[config.mk]
export PLATFORM = sky130hd
export DESIGN_NAME = mic_sampler_flat
export DESIGN_NICKNAME = d
export VERILOG_FILES = /design/src/rtl/piano_audio_pkg.sv /design/src/rtl/mic_sampler_if.sv /design/src/rtl/sclk_gen.sv /design/src/rtl/mic_sampler.sv /design/src/flat_wrapper.sv
export SDC_FILE = /design/constraint.sdc
export NUM_CORES = 1
export LEC_CHECK = 0
export BUFFER_PORTS_ARGS = -buffer_cell sky130_fd_sc_hd__buf_2
export CAP_MARGIN = 20
export CORE_ASPECT_RATIO = 1.1
export CORE_MARGIN = 1.5
export CORE_UTILIZATION = 30
export CTS_CLUSTER_DIAMETER = 30
export DETAILED_ROUTE_END_ITERATION = 8
export PLACE_DENSITY_LB_ADDON = 0.25
export SLEW_MARGIN = 15
export SYNTH_ARGS = -nofsm -noshare
export SYNTH_HDL_FRONTEND = slang
export SYNTH_SLANG_ARGS = --single-unit
[constraint.sdc]
create_clock -name clk -period 1.7 [get_ports clk]
set_clock_uncertainty 0.05 [all_clocks]
set_input_delay 0.17 -clock clk [delete_from_list [all_inputs] [get_ports clk]]
set_output_delay 0.17 -clock clk [all_outputs]
set_load 0.01 [all_outputs]
[src/rtl/piano_audio_pkg.sv]
// rtl/piano_audio_pkg.sv - shared types and constants for the piano audio paths
//
// Purpose : capture FSM state encoding and serial ADC frame geometry, shared
//           by the microphone sampler and its SCLK generator.
// Ports   : none (package).
package piano_audio_pkg;

   typedef enum logic [1:0] {
      IDLE = 2'd0,
      CONV = 2'd1,
      DONE = 2'd2
   } state_t;

   localparam int FRAME_BITS = 16;
   localparam int DATA_BITS  = 12;
   localparam int LEAD_ZEROS = 4;

   // The ADC shifts out LEAD_ZEROS zero bits ahead of the data; any one
   // there means the frame was misaligned or corrupted.
   function automatic logic lead_bits_set(input logic [FRAME_BITS-1:0] frame);
      return |frame[FRAME_BITS-1 -: LEAD_ZEROS];
   endfunction

endpackage

[src/rtl/mic_sampler_if.sv]
// rtl/mic_sampler_if.sv - sample stream handshake between sampler and consumer
//
// Purpose : carries each captured sample plus its status pulses.
// Signals : sample        12  last completed sample, unsigned
//           sample_valid   1  sample holds unconsumed data
//           sample_ready   1  consumer accepts when high with sample_valid
//           overrun        1  one-cycle pulse, unconsumed sample overwritten
//           frame_err      1  one-cycle pulse, a leading-zero bit read as 1
// Modports: master = sampler side, slave = consumer side.
interface mic_sampler_if;
   import piano_audio_pkg::*;

   logic [DATA_BITS-1:0] sample;
   logic                 sample_valid;
   logic                 sample_ready;
   logic                 overrun;
   logic                 frame_err;

   modport master (
      output sample,
      output sample_valid,
      output overrun,
      output frame_err,
      input  sample_ready
   );

   modport slave (
      input  sample,
      input  sample_valid,
      input  overrun,
      input  frame_err,
      output sample_ready
   );

endinterface

[src/rtl/sclk_gen.sv]
// rtl/sclk_gen.sv - ADC serial clock generator for one 16-bit frame
//
// Purpose : produces 16 SCLK periods of 2*CLK_DIV clk cycles, starting low.
// Ports   : clk, rst  system clock, synchronous active-high reset
//           start     one-cycle pulse on the cycle the FSM enters CONV
//           en        high while the FSM is in CONV
//           sclk      registered serial clock, idles high
//           rise      strobe on the cycle whose closing edge drives SCLK 0->1
//           done      strobe on the last cycle of the 16th high phase
module sclk_gen #(
   parameter int CLK_DIV = 3
) (
   input  logic clk,
   input  logic rst,
   input  logic start,
   input  logic en,
   output logic sclk,
   output logic rise,
   output logic done
);

   localparam int CW = (CLK_DIV > 1) ? $clog2(CLK_DIV) : 1;

   logic [CW-1:0] cnt_q, cnt_d;
   logic [4:0]    half_q, half_d;   // half-period index 0..31
   logic          sclk_q, sclk_d;
   logic          phase_end;

   assign phase_end = (cnt_q == CW'(CLK_DIV - 1));

   always_comb begin
      cnt_d  = cnt_q;
      half_d = half_q;
      sclk_d = sclk_q;
      rise   = 1'b0;
      done   = 1'b0;
      if (start) begin
         // SCLK drops together with CS so the first low phase is full length.
         cnt_d  = '0;
         half_d = '0;
         sclk_d = 1'b0;
      end else if (en) begin
         if (phase_end) begin
            cnt_d  = '0;
            half_d = half_q + 5'd1;
            if (half_q == 5'd31) begin
               // End of the 16th high phase: hold SCLK high into DONE.
               done   = 1'b1;
               sclk_d = 1'b1;
            end else begin
               sclk_d = ~sclk_q;
               rise   = ~sclk_q;
            end
         end else begin
            cnt_d = cnt_q + 1'b1;
         end
      end else begin
         cnt_d  = '0;
         half_d = '0;
         sclk_d = 1'b1;
      end
   end

   always_ff @(posedge clk) begin
      if (rst) begin
         cnt_q  <= '0;
         half_q <= '0;
         sclk_q <= 1'b1;
      end else begin
         cnt_q  <= cnt_d;
         half_q <= half_d;
         sclk_q <= sclk_d;
      end
   end

   assign sclk = sclk_q;

endmodule

[src/rtl/mic_sampler.sv]
// rtl/mic_sampler.sv - microphone ADC capture front end with sample handshake
//
// Purpose : starts a conversion every SAMPLE_PERIOD clk cycles, clocks a
//           16-bit frame out of an ADCS7476-style ADC and presents the 12-bit
//           result on a valid/ready handshake with overrun and frame_err.
// Ports   : clk, rst  system clock, synchronous active-high reset
//           MISO      ADC serial data
//           CS        ADC chip select, active low
//           SCLK      ADC serial clock, idles high
//           smp       sample stream (master side of mic_sampler_if)
module mic_sampler
   import piano_audio_pkg::*;
#(
   parameter int CLK_DIV       = 3,
   parameter int SAMPLE_PERIOD = 2268
) (
   input  logic            clk,
   input  logic            rst,
   input  logic            MISO,
   output logic            CS,
   output logic            SCLK,
   mic_sampler_if.master   smp
);

   if (CLK_DIV < 1 || SAMPLE_PERIOD < 32 * CLK_DIV + 2) begin : g_bad_params
      $error("mic_sampler: need CLK_DIV >= 1 and SAMPLE_PERIOD >= 32*CLK_DIV+2");
   end

   localparam int PW = $clog2(SAMPLE_PERIOD);

   logic [PW-1:0]         per_q, per_d;
   state_t                state_q, state_d;
   logic [FRAME_BITS-1:0] shift_q, shift_d;
   logic                  cs_q, cs_d;
   logic [DATA_BITS-1:0]  sample_q, sample_d;
   logic                  valid_q, valid_d;
   logic                  overrun_q, overrun_d;
   logic                  ferr_q, ferr_d;

   logic tick;
   logic start;
   logic load;
   logic sclk_rise;
   logic sclk_done;

   // Free-running period counter; its wrap cycle is the conversion tick.
   assign tick  = (per_q == PW'(SAMPLE_PERIOD - 1));
   assign per_d = tick ? '0 : per_q + 1'b1;

   always_comb begin
      state_d = state_q;
      start   = 1'b0;
      unique case (state_q)
         IDLE: begin
            if (tick) begin
               state_d = CONV;
               start   = 1'b1;
            end
         end
         CONV: begin
            if (sclk_done) begin
               state_d = DONE;
            end
         end
         DONE: begin
            state_d = IDLE;
         end
         default: begin
            state_d = IDLE;
         end
      endcase
   end

   sclk_gen #(
      .CLK_DIV (CLK_DIV)
   ) u_sclk_gen (
      .clk   (clk),
      .rst   (rst),
      .start (start),
      .en    (state_q == CONV),
      .sclk  (SCLK),
      .rise  (sclk_rise),
      .done  (sclk_done)
   );

   assign load = (state_q == DONE);

   always_comb begin
      shift_d   = shift_q;
      if (sclk_rise) begin
         shift_d = {shift_q[FRAME_BITS-2:0], MISO};
      end
      // CS is decoded from the next state so it is registered yet aligned
      // with the state register.
      cs_d      = (state_d != CONV);
      sample_d  = load ? shift_q[DATA_BITS-1:0] : sample_q;
      // A load in the same cycle as an accept keeps valid set.
      valid_d   = load | (valid_q & ~smp.sample_ready);
      overrun_d = load & valid_q & ~smp.sample_ready;
      ferr_d    = load & lead_bits_set(shift_q);
   end

   always_ff @(posedge clk) begin
      if (rst) begin
         per_q     <= '0;
         state_q   <= IDLE;
         shift_q   <= '0;
         cs_q      <= 1'b1;
         sample_q  <= '0;
         valid_q   <= 1'b0;
         overrun_q <= 1'b0;
         ferr_q    <= 1'b0;
      end else begin
         per_q     <= per_d;
         state_q   <= state_d;
         shift_q   <= shift_d;
         cs_q      <= cs_d;
         sample_q  <= sample_d;
         valid_q   <= valid_d;
         overrun_q <= overrun_d;
         ferr_q    <= ferr_d;
      end
   end

   assign CS               = cs_q;
   assign smp.sample       = sample_q;
   assign smp.sample_valid = valid_q;
   assign smp.overrun      = overrun_q;
   assign smp.frame_err    = ferr_q;

endmodule

[src/flat_wrapper.sv]
// flat-port wrapper written by rule: the top's interface ports become plain ports
module mic_sampler_flat import piano_audio_pkg::*;
#(
   parameter int CLK_DIV       = 3,
   parameter int SAMPLE_PERIOD = 2268
)
  (clk, rst, MISO, CS, SCLK, smp_sample, smp_sample_valid, smp_overrun, smp_frame_err, smp_sample_ready);
  mic_sampler_if smp_i ();
  input  logic clk;
  input  logic rst;
  input  logic MISO;
  output logic CS;
  output logic SCLK;
  output wire logic [$bits(smp_i.sample)-1:0] smp_sample;
  output wire logic [$bits(smp_i.sample_valid)-1:0] smp_sample_valid;
  output wire logic [$bits(smp_i.overrun)-1:0] smp_overrun;
  output wire logic [$bits(smp_i.frame_err)-1:0] smp_frame_err;
  input wire logic [$bits(smp_i.sample_ready)-1:0] smp_sample_ready;
  assign smp_sample = smp_i.sample;
  assign smp_sample_valid = smp_i.sample_valid;
  assign smp_overrun = smp_i.overrun;
  assign smp_frame_err = smp_i.frame_err;
  assign smp_i.sample_ready = smp_sample_ready;
  mic_sampler #(.CLK_DIV(CLK_DIV), .SAMPLE_PERIOD(SAMPLE_PERIOD)) u_core (.clk(clk), .rst(rst), .MISO(MISO), .CS(CS), .SCLK(SCLK), .smp(smp_i));
endmodule
Yosys cells after proc, flatten, opt, wreduce, memory -nomap -nowiden
Cells that the tools add are included.
W data, S select, Z words.
Cells by class
  equal/unequal tests: 7
  bitwise logic cells: 8
  add/subtract/negate cells: 3
  multiplexer cells: 17
  reduce and logical (&&, ||, !) cells: 5
Operator list (number)
  $mux W1: 14
  $add A12 B1 Y12 const B: 1
  $eq A12 B12 Y1 const B: 1
  $reduce_or A4 Y1: 2
  $add A5 B1 Y5 const B: 1
  $eq A5 B5 Y1 const B: 1
  $and A1 B1 Y1: 4
  $eq A2 B2 Y1 const B: 2
  $mux W2: 2
  $pmux W2 S2: 1
  $ne A3 B1 Y1 const B: 1
  $not A1 Y1: 3
  $reduce_or A3 Y1: 1
  $add A2 B1 Y2 const B: 1
  $eq A2 B1 Y1 const B: 1
  $logic_not A2 Y1: 1
  $ne A2 B1 Y1 const B: 1
  $reduce_or A2 Y1: 1
  $or A1 B1 Y1: 1
Word-level totals
  bits in registers: 54
  logic and storage cells: 51
  output and inout bits: 17

Longest topological paths before layout
  word-level depth: 8
  mapped depth: 8

Hierarchy
Synthesis repeated with hierarchy kept, for this count alone.
Unflattened totals
  cell total of the unflattened synthesis: 222
  area total of the unflattened synthesis: 2130.8 sq um
By module, submodules not included
  mic_sampler: area each 1704.1 sq um, times used 1, cells an instance 183, sequential area each 920.9 sq um
  sclk_gen: area each 426.7 sq um, times used 1, cells an instance 39, sequential area each 160.2 sq um

Worst setup path after synthesis
No wires, ideal clock.
  kind: register to register
  start point: reg u_core.per_q[0]
  end point: reg u_core.cs_q, in the netlist u_core.CS
  stages on the path, launching flop included: 5
  slack: -0.200 ns
  buffers on the path: 0
  data arrival time: 1.736 ns
  clock period less this slack: 1.900 ns
  required time: 1.536 ns
  cell sequence: dfxtp_1 -> ha_1 -> or4b_4 -> or4_4 -> a21o_1
On the way
  longest elaborated chain between the ends: 7
RTL lines
  from (decl): RTL line mic_sampler.sv:31  | logic [PW-1:0] per_q, per_d;
  from (signal assigned): RTL line mic_sampler.sv:114  | per_q <= per_d;
  $eq A12 B12 Y1 *: RTL line mic_sampler.sv:47  | assign tick = (per_q == PW'(SAMPLE_PERIOD - 1));
  $mux W1: RTL line mic_sampler.sv:55  | if (tick) begin
  $mux W1: RTL line mic_sampler.sv:53  | unique case (state_q)
  $mux W1: RTL line sclk_gen.sv:37  | if (start) begin
  $mux W2: RTL line mic_sampler.sv:61  | if (sclk_done) begin
  $pmux W2 S2 *: RTL line mic_sampler.sv:53
  $ne A2 B1 Y1 *: RTL line mic_sampler.sv:95  | cs_d = (state_d != CONV);
  to (signal assigned): RTL line mic_sampler.sv:117  | cs_q <= cs_d;
  to (decl): RTL line mic_sampler.sv:34  | logic cs_q, cs_d;
Every way passes the cells marked *; elsewhere a longest branch is shown, timed or not.
A chain may end at the register's enable or synchronous reset.

Worst setup path after layout
  start point: reg u_core.per_q[1]
  end point: reg u_core.cs_q, in the netlist u_core.CS
The elaborated chain is that of the path after synthesis.

==> flow_summary_export.csv <==
group,metric,value,unit
placed_design,dp.cells,349,
finish,antennaDiodeCount,0,
cts,clockBufferDepth,2,
timing,whs,0.0422,ns
placed_design,gp_congestion,0.741,
timing,layout_setup_ws,-0.0233,ns
route,vias_per_cell,4.88,
route,drcViolationCount,0,
synth,synth_area_leaders,"dfxtp_1, a21oi_1, nand2_1, nand3_1, o21ai_0",
worst_setup_path,required,1.85,ns
cts,clk_pin_slew,0.09,ns
global_routing,antenna_found_initial,0,
worst_setup_path,cp-end-kind,"register",
synth,syn_nets,251,
cts,cts_tree,"yes",
global_routing,grtUsageTotal,0.121,
route,wl,4260,um
synth,synth_compound_area_frac,0.165,
synth,yosys.area_share.simple,0.230,
hold_path,min_path_type,"in -> reg",
power_and_ir_drop,p_leak,0.881,nW
power_and_ir_drop,pwr-share-seq,0.585,
synth,syn_area,2100,sq um
route,dr.pass1.iters,4,
synth,yosysTopAreaCellShare,0.516,
cts,postCtsHoldBufs,0,
route,ant_nets,0,
worst_setup_path,arrival,1.88,ns
synth,muxShareOfSynthArea,0.00955,
floorplanning,num_rows,31,
timing,rsz0062_at_grt,"true",
cts,cts_buffers,5,
floorplanning,die_w,82.7,um
synth,yosys.area.top_type,"dfxtp_1",
floorplanning,start_util,0.314,
global_routing,grt_overflow,0,
floorplanning,die_area,7500,sq um
synth,yosysWarnings,0,
synth,yosysSeqAreaShare,0.516,
timing,slew_headroom,0.698,
power_and_ir_drop,intPower,1.73,mW
worst_setup_path,path_cells,"ha_4 > or4b_4 > or4_4 > a21o_1",
finish,drive_above_1_share,0.217,
finish,area_growth_syn_to_layout,22.1,%
placed_design,dpl.hpwl,2790,um
global_routing,grt_pass1_vias,1629,
timing,layout_worst_path_cycle_share,1.01,
timing,finalCriticalPeriod,1.72,ns
power_and_ir_drop,p_comb_frac,0.025,
route,wire_per_inst,11.9,um
global_routing,grt_pass1_wl,7220,um
synth,avgSynthCellArea,8.63,sq um
synth,yosys.area_share.adder,0.0239,
finish,final_cells,358,
global_routing,grt_max_degree,32,
placed_design,port_buffers,20,
worst_setup_path,worstPathMaxFanout,4,
floorplanning,core-area,6670,sq um
timing,slew_violations,0,
synth,netlist_instances,243,
timing,fmax,580,MHz
power_and_ir_drop,vdd_drop_max,0.476,mV
worst_setup_path,crit_type,"reg -> reg",
cts,numClockSinks,54,
cts,root_buffer,"clkbuf_8",
cts,htree_levels,2,
power_and_ir_drop,p_sw,0.446,mW
floorplanning,die_y,90.7,um
synth,yosys.area_share.xor_xnor,0.0251,
worst_setup_path,max_stage_delay,0.49,ns
route,drt-initial-drc-count,115,
timing,tightest_slew,0.453,ns
job,max-cap-violations,0,
floorplanning,io-pin-count,21,
cts,post-cts-setup-buffers,0,
power_and_ir_drop,swShare,0.205,
outcome,violations,"setup timing",
timing,hold_viol_final,0,
outcome,status,"complete, but fails checks",
worst_setup_path,start_kind,"register",
synth,synth_top_family_by_area,"simple AND/OR/NAND/NOR gates",
synth,async_reset_ff_frac,0,
synth,synth_flop_cell,"dfxtp_1",
synth,ys_types,33,
route,vias,1747,
synth,synth-edff-count,0,
cts,clock_latency,0.30,ns
synth,ys_seq_elements,54,
power_and_ir_drop,p_clk_frac,0.389,
finish,nets,283,
timing,setup_violations,1,
worst_setup_path,crit_slowest_cell,"or4b_4",
power_and_ir_drop,pwr_density_cell,851,nW/um^2
==> per-stage QoR <==
stage          cell area [sq um]  setup TNS [ns]  worst slack, ns  utilization  power [mW]
3_3_place_gp                2400               0           0.0133        0.359        1.36
6_report                    2560         -0.0233          -0.0233        0.384        2.18
4_1_cts                     2510         -0.0220          -0.0135        0.376        2.21
3_5_place_dp                2400        -0.00685         -0.00685        0.359        1.36
2_1_floorplan               2120        -0.00612         -0.00612            -        1.34
5_1_grt                     2560          -0.108          -0.0824        0.384        2.26
==> cells in the mapped netlist (all sizes together) (2+ instances only) <==
cell type	n
xor2	4
clkbuf	11
nor2	11
buf	2
nor4	2
a21oi	37
nor2b	4
nand4	3
xnor2	2
o31ai	4
nand2	31
nand2b	4
or3	4
or4	4
nor3	4
dfxtp	54
nand3	22
ha	4
mux2i	2
o21ai	20
inv	4
==> metal layers <==
metal	vias up	track usage	part of all wire
li1	921	-	-
met1	809	0.150	0.48
met2	15	0.207	0.49
met3	2	0.0303	0.026
met4	0	0.0250	0.0033
met5	-	0	0
==> sequential cells by signal, summed over array words and instances, names as in the netlist <==
| register | cells |
|---|---|
| u_core.CS | 1 |
| u_core.smp.frame_err | 1 |
| u_core.shift_q | 16 |
| u_core.u_sclk_gen.sclk | 1 |
| u_core.smp.overrun | 1 |
| u_core.u_sclk_gen.half_q | 5 |
| u_core.smp.sample | 12 |
| u_core.per_q | 12 |
| u_core.u_sclk_gen.cnt_q | 2 |
| u_core.state_q | 2 |
| u_core.smp.sample_valid | 1 |
==> worst max-delay path, delay by kind of cell (launching register included) <==
family / cells / cell delay (ns)
compound gates: 1 / 0.16
simple gates: 2 / 0.92
flops: 1 / 0.36
fa+ha+maj: 1 / 0.13
==> final timing paths <==
| path | startpoint | end | slack (ns) | cells after the start |
|---|---|---|---|---|
| setup reg to reg | u_core.per_q[1]$_SDFF_PP0_ | u_core.CS$_SDFF_PP1_ | -0.02 | 4 |
| setup / recovery | u_core.per_q[1]$_SDFF_PP0_ | u_core.CS$_SDFF_PP1_ | -0.02 | 4 |
| hold / removal | rst | u_core.state_q[0]$_SDFF_PP0_ | 0.04 | 2 |
| hold reg to reg | u_core.u_sclk_gen.cnt_q[0]$_SDFF_PP0_ | u_core.u_sclk_gen.cnt_q[0]$_SDFF_PP0_ | 0.38 | 1 |
==> layout make-up <==
cell class,instances,area (sq um)
Fill cell,714,4110
Multi-Input combinational cell,172,1000
Clock buffer,6,72.6
Timing Repair Buffer,38,246
Inverter,4,15.0
Tap cell,82,103
Sequential cell,54,1080
Clock inverter,2,37.5
==> repair_timing <==
item | CTS | global route
gates resized for setup | 0 | 20
setup endpoints to repair | 2 | 19
pin swaps | 0 | 1
gates cloned | 0 | 1
==> cell usage in the layout, fill, tap and decap left out, drive strengths merged, types with 3 or more instances in the layout <==
cell type	netlist	layout
clkbuf	11	6
nor2	11	11
nand4	3	3
nor2b	4	4
dfxtp	54	54
o31ai	4	4
or3	4	4
xor2	4	4
inv	4	4
nand2b	4	4
buf	2	38
nand2	31	31
ha	4	4
nor3	4	4
or4	4	4
nand3	22	22
o21ai	20	20
a21oi	37	37
==> power by group through the flow <==
| stage | combinational, mW | sequential, mW | clock [mW] |
|---|---|---|---|
| 2_1_floorplan | 0.0333 | 1.31 | 0 |
| 3_3_place_gp | 0.0530 | 1.31 | 0 |
| 3_5_place_dp | 0.0536 | 1.31 | 0 |
| 4_1_cts | 0.0538 | 1.28 | 0.883 |
| 5_1_grt | 0.0621 | 1.28 | 0.919 |
| 6_report | 0.0546 | 1.28 | 0.849 |
==> kinds of logic (layout without fill, tap and decap cells) <==
group / Yosys count / count (layout)
xor+xnor: 6 / 6
simple gates: 95 / 95
buf+inv: 17 / 50
compound gates: 65 / 65
fa+ha+maj: 4 / 4
mux: 2 / 2
flops: 54 / 54
Note: power is estimated with default switching activity, not from simulation.
